==> config.mk <==
export PLATFORM = sky130hd
export DESIGN_NAME = pixel_window_gen
export DESIGN_NICKNAME = d
export VERILOG_FILES = /design/src/rtl/pixel_window_pkg.sv /design/src/rtl/line_buffer.sv /design/src/rtl/pixel_window_gen.sv
export SDC_FILE = /design/constraint.sdc
export NUM_CORES = 1
export LEC_CHECK = 0
export BUFFER_PORTS_ARGS = -buffer_cell sky130_fd_sc_hd__buf_2
export CORE_MARGIN = 2
export CORE_UTILIZATION = 55
export CTS_CLUSTER_SIZE = 16
export DETAILED_ROUTE_END_ITERATION = 10
export PLACE_DENSITY_LB_ADDON = 0.3
export SYNTH_ARGS = -nofsm -noshare
export SYNTH_HDL_FRONTEND = slang
export SYNTH_SLANG_ARGS = --single-unit
==> constraint.sdc <==
create_clock -name clk -period 3.31 [get_ports clk]
set_clock_uncertainty 0.2 [all_clocks]
set_input_delay 0.4965 -clock clk [delete_from_list [all_inputs] [get_ports clk]]
set_output_delay 0.4965 -clock clk [all_outputs]
set_load 0.02 [all_outputs]
==> src/rtl/pixel_window_pkg.sv <==
// Shared constants, FSM state type and frame-size decode for the pixel window generator.
package pixel_window_pkg;

  localparam int unsigned MAX_W  = 16;
  localparam int unsigned ADDR_W = 8;

  typedef enum logic {
    StIdle,
    StRun
  } state_e;

  // Image width selected by the 2-bit size code; 11 aliases to 16.
  function automatic logic [4:0] size_to_width(input logic [1:0] size);
    logic [4:0] w;
    case (size)
      2'b00:   w = 5'd4;
      2'b01:   w = 5'd8;
      default: w = 5'd16;
    endcase
    return w;
  endfunction

endpackage

==> src/rtl/line_buffer.sv <==
// Enabled shift register of MAX_W pixels with a run-time selectable output tap.
// With tap_i = W-1 the output is the pixel accepted W enables earlier, aligned with d_i.
module line_buffer #(
  parameter int unsigned PIX_W = 1,
  parameter int unsigned MAX_W = 16
) (
  input  logic                     clk_i,
  input  logic                     en_i,
  input  logic [$clog2(MAX_W)-1:0] tap_i,
  input  logic [PIX_W-1:0]         d_i,
  output logic [PIX_W-1:0]         q_o
);

  logic [PIX_W-1:0] sr_q [MAX_W];

  // Shift only on accepted pixels; contents are left uncleared (stale data is masked upstream).
  always_ff @(posedge clk_i) begin
    if (en_i) begin
      sr_q[0] <= d_i;
      for (int i = 1; i < MAX_W; i++) begin
        sr_q[i] <= sr_q[i-1];
      end
    end
  end

  assign q_o = sr_q[tap_i];

endmodule

==> src/rtl/pixel_window_gen.sv <==
// Raster pixel fetch sequencer plus two-line buffer producing 3x3 neighbourhoods.
module pixel_window_gen #(
  parameter int unsigned PIX_W  = 1,
  parameter int unsigned MAX_W  = pixel_window_pkg::MAX_W,
  parameter int unsigned ADDR_W = pixel_window_pkg::ADDR_W
) (
  input  logic                 clk,
  input  logic                 rst,
  input  logic                 start,
  input  logic [1:0]           size,
  input  logic                 validData,
  input  logic [PIX_W-1:0]     pixel_in,
  output logic [ADDR_W-1:0]    pixel_addr,
  output logic                 busy,
  output logic [9*PIX_W-1:0]   win,
  output logic                 win_valid,
  output logic                 frame_done
);

  import pixel_window_pkg::*;

  localparam logic [ADDR_W-1:0] AddrOne = 1;

  state_e            state_q, state_d;
  logic [3:0]        wm1_q, wm1_d;    // latched W-1
  logic [3:0]        row_q, row_d;
  logic [3:0]        col_q, col_d;
  logic [ADDR_W-1:0] addr_q, addr_d;
  logic              busy_q, busy_d;
  logic              valid_q, valid_d;
  logic              done_q, done_d;
  logic [4:0]        width_sel;
  logic [4:0]        width_m1;
  logic              accept;

  logic [PIX_W-1:0]   nb_q [9];
  logic [PIX_W-1:0]   nb_d [9];
  logic [PIX_W-1:0]   row_in [3];
  logic [9*PIX_W-1:0] win_q, win_next;
  logic [PIX_W-1:0]   lb0_q, lb1_q;

  assign width_sel = size_to_width(size);
  assign width_m1  = width_sel - 5'd1;

  // Next-state: frame sequencing, raster counters and address generation.
  always_comb begin
    state_d = state_q;
    wm1_d   = wm1_q;
    row_d   = row_q;
    col_d   = col_q;
    addr_d  = addr_q;
    busy_d  = busy_q;
    valid_d = 1'b0;
    done_d  = 1'b0;
    accept  = 1'b0;
    unique case (state_q)
      StIdle: begin
        if (start) begin
          state_d = StRun;
          wm1_d   = width_m1[3:0];
          row_d   = 4'd0;
          col_d   = 4'd0;
          addr_d  = '0;
          busy_d  = 1'b1;
        end
      end
      StRun: begin
        if (validData) begin
          accept = 1'b1;
          addr_d = addr_q + AddrOne;
          if (col_q == wm1_q) begin
            col_d = 4'd0;
            row_d = row_q + 4'd1;
          end else begin
            col_d = col_q + 4'd1;
          end
          if (row_q >= 4'd2 && col_q >= 4'd2) begin
            valid_d = 1'b1;
          end
          if (row_q == wm1_q && col_q == wm1_q) begin
            state_d = StIdle;
            row_d   = 4'd0;
            col_d   = 4'd0;
            addr_d  = '0;
            busy_d  = 1'b0;
            done_d  = 1'b1;
          end
        end
      end
      default: state_d = StIdle;
    endcase
  end

  // Control state register.
  always_ff @(posedge clk or posedge rst) begin
    if (rst) begin
      state_q <= StIdle;
      wm1_q   <= 4'd0;
      row_q   <= 4'd0;
      col_q   <= 4'd0;
      addr_q  <= '0;
      busy_q  <= 1'b0;
      valid_q <= 1'b0;
      done_q  <= 1'b0;
    end else begin
      state_q <= state_d;
      wm1_q   <= wm1_d;
      row_q   <= row_d;
      col_q   <= col_d;
      addr_q  <= addr_d;
      busy_q  <= busy_d;
      valid_q <= valid_d;
      done_q  <= done_d;
    end
  end

  line_buffer #(
    .PIX_W (PIX_W),
    .MAX_W (MAX_W)
  ) u_lb0 (
    .clk_i (clk),
    .en_i  (accept),
    .tap_i (wm1_q),
    .d_i   (pixel_in),
    .q_o   (lb0_q)
  );

  line_buffer #(
    .PIX_W (PIX_W),
    .MAX_W (MAX_W)
  ) u_lb1 (
    .clk_i (clk),
    .en_i  (accept),
    .tap_i (wm1_q),
    .d_i   (lb0_q),
    .q_o   (lb1_q)
  );

  // Shifted neighbourhood and its packed form (element k at bits (8-k)*PIX_W).
  always_comb begin
    row_in[0] = lb1_q;
    row_in[1] = lb0_q;
    row_in[2] = pixel_in;
    win_next  = '0;
    for (int r = 0; r < 3; r++) begin
      nb_d[3*r]   = nb_q[3*r+1];
      nb_d[3*r+1] = nb_q[3*r+2];
      nb_d[3*r+2] = row_in[r];
    end
    for (int k = 0; k < 9; k++) begin
      win_next[(8-k)*PIX_W +: PIX_W] = nb_d[k];
    end
  end

  // 3x3 column shift registers advance on accepted pixels; win updates only for interior windows.
  always_ff @(posedge clk or posedge rst) begin
    if (rst) begin
      for (int k = 0; k < 9; k++) begin
        nb_q[k] <= '0;
      end
      win_q <= '0;
    end else if (accept) begin
      for (int k = 0; k < 9; k++) begin
        nb_q[k] <= nb_d[k];
      end
      if (valid_d) begin
        win_q <= win_next;
      end
    end
  end

  assign pixel_addr = addr_q;
  assign busy       = busy_q;
  assign win        = win_q;
  assign win_valid  = valid_q;
  assign frame_done = done_q;

endmodule
# [Word-level counts from Yosys, hierarchy flattened]
# Memories as Yosys holds them, arrays and structs flattened.
# Index checks and enable logic that the tools add are counted.
[totals] regBits=39 ram_bits=32 inputBits=7 elab_cells=71 mem_count=2
[mem_list] name="u_lb0.sr_q" words=16 width=1 read_ports=16 rd_clocked_by_memory_dff=0 write_ports=16 line_no="line_buffer.sv:14" source="logic [PIX_W-1:0] sr_q [MAX_W];"
[mem_list] name="u_lb1.sr_q" words=16 width=1 read_ports=16 rd_clocked_by_memory_dff=0 write_ports=16 line_no="line_buffer.sv:14"
[classes] n_addsub=4 order_cmp=2 eq_ne=7 muxes=32 n_bitwise=1 n_reduce_logical=8
[op_table] operator="4-bit 2-to-1 mux" n=7
[op_table] operator="8-bit 2-to-1 mux" n=3
[op_table] operator="4-bit one-hot mux with 2 select lines" n=3
[op_table] operator="1-bit 2-to-1 mux" n=16
[op_table] operator="8-bit one-hot mux with 2 select lines" n=1
[op_table] operator="4-bit by 1-bit adder with 4-bit output, second input constant" n=2
[op_table] operator="8-bit by 1-bit adder with 8-bit output, second input constant" n=1
[op_table] operator="4-bit equality test" n=2
[op_table] operator="4-bit by 2-bit greater-or-equal comparator with 1-bit output, second input constant" n=2
[op_table] operator="2-bit AND reduction" n=3
[op_table] operator="3-bit AND reduction" n=2
[op_table] operator="2-bit inequality test, second input constant" n=2
[op_table] operator="1-bit one-hot mux with 2 select lines" n=2
[op_table] operator="4-bit by 1-bit subtractor with 4-bit output, second input constant" n=1
[op_table] operator="3-bit by 1-bit inequality test with 1-bit output, second input constant" n=1
[op_table] operator="2-bit by 1-bit equality test with 1-bit output, second input constant" n=1
[op_table] operator="1-bit logical AND" n=2
[op_table] operator="2-bit zero test" n=1
[op_table] operator="2-bit by 1-bit inequality test with 1-bit output, second input constant" n=1
[op_table] operator="1-bit NOT" n=1

# [Logic depth before layout (Yosys ltp)]
[depth] word_depth=6 depth_mapped=7 mapped_depth_nobuf=6

# [Cells and area by module]
# Synthesis repeated with hierarchy kept, for this count alone.
[unflattened] cells_unflattened=197 area_unflattened_um2=3026.7
[modules_own_cells] module="pixel_window_gen" instances=1 cells_each=151 area_each_um2=1795.5 seq_area_each_um2=950.9
[modules_own_cells] module="line_buffer" instances=2 cells_each=23 area_each_um2=615.6 seq_area_each_um2=480.5

# [Worst setup path after synthesis]
# OpenSTA, ideal clock, no wires.
[synth_path] path_type="input to register" from="input validData" to="register col_q[3]" setup_time_ns=0.085 arrival_time_ns=2.154 t_required_ns=3.025 slack_ns=0.872 cell_stages=5 path_buffers=1 cell_sequence="nand2_1 inv_1 clkbuf_1 a31oi_1 a31oi_1"
[synth_between] elab_chain_cells=2
[synth_rtl] item="start: declaration" line_no="pixel_window_gen.sv:11" source="input logic validData,"
[synth_rtl] item="2-bit inequality test (no line)"
[synth_rtl] item="2-bit AND reduction (no line)"
[synth_rtl] item="end signal: assignment" line_no="pixel_window_gen.sv:109" source="col_q <= col_d;"
[synth_rtl] item="end: declaration" line_no="pixel_window_gen.sv:27" source="logic [3:0] col_q, col_d;"
# No other way between the ends.
# A chain may end at the register's enable or synchronous reset.

# [Worst setup path in the final report]
[layout_path] from="register state_q" to="register col_q[2]"
[layout_between] elab_chain_cells=3
[layout_rtl] item="start: declaration" line_no="pixel_window_gen.sv:24" source="state_e state_q, state_d;"
[layout_rtl] item="start signal: assignment" line_no="pixel_window_gen.sv:97" source="state_q <= StIdle;"
[layout_rtl] item="start signal: assignment" line_no="pixel_window_gen.sv:106" source="state_q <= state_d;"
[layout_rtl] item="1-bit NOT (no line)"
[layout_rtl] item="2-bit inequality test (no line)"
[layout_rtl] item="2-bit AND reduction (no line)"
# Several ways; a longest one is shown, not always the timed one.

==> out/summary.log <==
qor: yosys.synth-compound-area-share 7.98%
qor: yosys.synth-simple-area-share 9.89%
qor: worst_setup_path.critical_path.cell_chain nand2_1, inv_1, buf_4, a31oi_1, a31oi_1
qor: worst_setup_path.cp.required 3.38 ns
qor: worst_setup_path.critical_path.reg2reg.endpoint col_q[2]$_DFFE_PP0P_
qor: yosys.synth.net_count 218
qor: floorplanning.die_w 76.4 um
qor: timing.timing.final.crit_period 2.21 ns
qor: finish.area_delta_synth_final 13.0%
qor: pwr.cellLeakagePower 1.36 nW
qor: yosys.synth-xor-area-share 2.73%
qor: routing.vias_per_cell 5.49
qor: yosys.synthesized_netlist_cell_count 206
qor: yosys.asyncSetResetFlopFracSynth 54.3%
qor: yosys.synth.yosys.warnings 0
qor: timing.hold_ws 0.0489 ns
qor: pwr.power.total 2.54 mW
qor: finish.multiInputGateArea 898 um2
qor: placed_design.dp_worst_setup_slack 1.04 ns
qor: worst_setup_path.r2r-start state_q$_DFF_PP0_
qor: pwr.combPwrFrac 25.5%
qor: worst_setup_path.critical_path_arrival 2.28 ns
qor: yosys.synth_top_cell_area_share 33.3%
qor: worst_setup_path.cpPeakStageDelay 0.50 ns
qor: finish.fin_nets 249
qor: timing.worst-slew-pin-transition 0.621 ns
qor: worst_setup_path.timing.critical_path.buf_inv 2
qor: pwr.pwr-share-seq 50.1%
qor: yosys.synth.mux.area_fraction 8.37%
qor: clock_tree.tritoncts_num_sinks 70
qor: timing.grt_setup_unrepaired false
qor: global_route.grt_max_degree 39
qor: global_route.global_route.usage.total 18.4%
qor: clock_tree.clock_tree_from_tritoncts built
qor: clock_tree.holdBufCountCts 0
qor: routing.detail_route.wirelength 4.82 mm
qor: clock_tree.number_of_buffers_created_by_cts 9
qor: pwr.sw_frac_of_total 34.4%
qor: placed_design.gp_congestion 0.748
qor: finish.register_cell_area_after_layout 1910 um2
qor: yosys.synth.cell_area 2880 um2
qor: yosys.yosysSeqAreaShare 66.3%
qor: floorplanning.core_area 5070 um2
qor: worst_setup_path.start_kind register
qor: pwr.vdd_drop_max 0.000579 V
qor: timing.slew-limit-headroom 58.4%
qor: routing.detailedRoute.firstPassIterationCount 4
qor: yosys.post_synth_fa_ha_maj_area_fraction 2.17%
qor: floorplanning.initial_utilization 56.8%
qor: clock_tree.root_buffer sky130_fd_sc_hd__clkbuf_8
qor: yosys.combinational_family_with_the_most_area_after_synthesis simple AND/OR/NAND/NOR gates
qor: worst_setup_path.reg2regPathDepth 5
qor: clock_tree.clk_path_buf_depth 2
qor: finish.stdcell_area 3260 um2
qor: clock_tree.worst_setup_hold_path_clk_slew 0.08 ns
qor: floorplanning.die_h 76.4 um
qor: worst_setup_path.worstSetupEndpointType register
qor: timing.final-hold-violation-count 0
qor: routing.drtIter0Drc 140
qor: job.drv.max_cap_violation_count 0
qor: timing.max_freq 452 MHz
qor: routing.ant_nets 0
qor: worst_hold_path.min_path_type in -> async
qor: global_route.vias_in_the_first_global_route 1731
qor: timing.setup_ws 1.10 ns
qor: global_route.grt_first_pass_wirelength 8.18 mm
qor: floorplanning.number_of_i_o_pins 27
qor: clock_tree.cts_resized 0
qor: floorplanning.number_of_rows_created_at_floorplan 26
qor: pwr.power_report.internal_total 1.67 mW
qor: routing.drt_drc_violations_left 0
qor: pwr.clkPwrFrac 24.3%
qor: placed_design.placement.io_buffers 26
qor: timing.setup_viol 0
qor: yosys.ys_seq_elements 70
qor: yosys.synth.avg_cell_area 14.0 um2
qor: finish.final_core_utilization 64.2%
qor: placed_design.place_hpwl 3.11 mm
qor: worst_setup_path.crit_cells 5
qor: finish.final_layout_size_suffix_gt1_share 26.4%
qor: timing.slew_viol_final 0
qor: worst_setup_path.setup.reg_to_reg.worst_slack 1.10 ns
qor: global_route.grt_overflow_total 0
qor: worst_setup_path.cpLargestDelayFamily buffers and inverters
qor: routing.total_vias_in_the_final_route 1713
qor: routing.drt-wirelength-per-cell 15.5 um
qor: finish.layout_cells_excl_fill 312
qor: placed_design.place_inst 296
qor: yosys.yosysMostFrequentCell sky130_fd_sc_hd__dfrtp_1
qor: yosys.synth_flop_cell sky130_fd_sc_hd__dfrtp_1
qor: placed_design.post_dp_cell_area 3080 um2
qor: pwr.p_switching 875 uW
qor: yosys.synth_area_leaders sky130_fd_sc_hd__edfxtp_1 33%, sky130_fd_sc_hd__dfrtp_1 33%, sky130_fd_sc_hd__mux2_2 3.9%
qor: worst_setup_path.path_common_cell sky130_fd_sc_hd__a31oi_1
qor: status.status finished, final reports clean
qor: worst_setup_path.timing.critical_path.fanout_max 38
qor: finish.number_of_antenna_diodes 0
qor: yosys.synth_top_cell_by_area sky130_fd_sc_hd__edfxtp_1
qor: pwr.power-per-cell-area 780 nW/um2
qor: floorplanning.die-area 5840 um2
qor: timing.final_layout_setup_total_negative_slack 0 ns
qor: yosys.synth_cell_types 39
qor: clock_tree.insertion_delay 0.34 ns
qor: timing.timing.final.crit_share 66.8%
qor: clock_tree.postCtsSetupBuffers 0
qor: worst_setup_path.timing_worst_setup_path_type reg -> reg
qor: clock_tree.htreeDepth 3
qor: finish.fillers 403
qor: yosys.synth.cells.most_frequent 38 x sky130_fd_sc_hd__dfrtp_1, 32 x sky130_fd_sc_hd__edfxtp_1, 26 x sky130_fd_sc_hd__nand2_1
qor: global_route.number_of_antenna_violations_at_the_first_check_in_global_routing 0
qor: yosys.synth_edf_count 32
qor: worst_setup_path.crit_path_top_delay_cell sky130_fd_sc_hd__dfrtp_1
==> worst max-delay path by stage <==
| stage | slack (ns) | endpoint | from |
|---|---|---|---|
| CTS | 1.10 | col_q[2]$_DFFE_PP0P_ | state_q$_DFF_PP0_ |
| floorplan | 0.87 | col_q[3]$_DFFE_PP0P_ | validData |
| global route | 0.84 | col_q[2]$_DFFE_PP0P_ | state_q$_DFF_PP0_ |
| finish | 1.10 | col_q[2]$_DFFE_PP0P_ | state_q$_DFF_PP0_ |
| detailed placement | 1.04 | col_q[2]$_DFFE_PP0P_ | validData |
| global placement | 1.11 | col_q[2]$_DFFE_PP0P_ | validData |
==> layout by cell type, fill, tap and decap left out, drive strengths merged, types with 5 or more instances in the layout <==
cell type,n
nand4,5
nor3,5
clkbuf,9
ha,5
buf,29
mux2,11
edfxtp,32
xor2,5
inv,10
dfrtp,38
nand2,26
a21oi,6
o21ai,10
==> sequential cells by signal (all words and copies together), names as in the netlist <==
signal and count:
wm1_q 3, u_lb0.sr_q 16, u_lb1.sr_q 16, nb_d 6, frame_done 1, busy 1
state_q 1, col_q 4, row_q 4, pixel_addr 8, win 9, win_valid 1
==> layout make-up <==
class	count	area share (%)
clock buffers	9	3.80
clock inverters	7	1.77
inverters	7	0.806
multi-input cells	120	27.6
flip-flops and latches	70	58.7
well taps	70	2.69
repair buffers	29	4.69
==> power groups by stage <==
stage / Clock [mW] / Sequential [mW] / Combinational [mW]
6_report: 0.618 / 1.27 / 0.649
5_1_grt: 0.668 / 1.31 / 0.710
4_1_cts: 0.632 / 1.28 / 0.656
3_5_place_dp: 0 / 1.29 / 0.651
3_3_place_gp: 0 / 1.28 / 0.641
2_1_floorplan: 0 / 1.35 / 0.393
==> tightest hold or removal path: cells and delay by family <==
family | cells | cell delay (ns)
buffers and inverters | 3 | 0.53
==> cells by family after synthesis <==
family / Yosys count
flip-flops: 70
XOR/XNOR: 9
multiplexers: 17
buffers and inverters: 16
AO/OA/AOI/OAI: 32
adder cells (fa/ha/maj): 5
AND/OR/NAND/NOR: 57
==> layer usage <==
metal	up-vias	global-route usage (%)	wire [um]
li1	820	-	-
met1	852	24.2	2250
met2	33	28.8	2290
met3	8	6.40	214
met4	0	6.55	59
met5	-	0	0
Note: power is estimated with default switching activity, not from simulation.
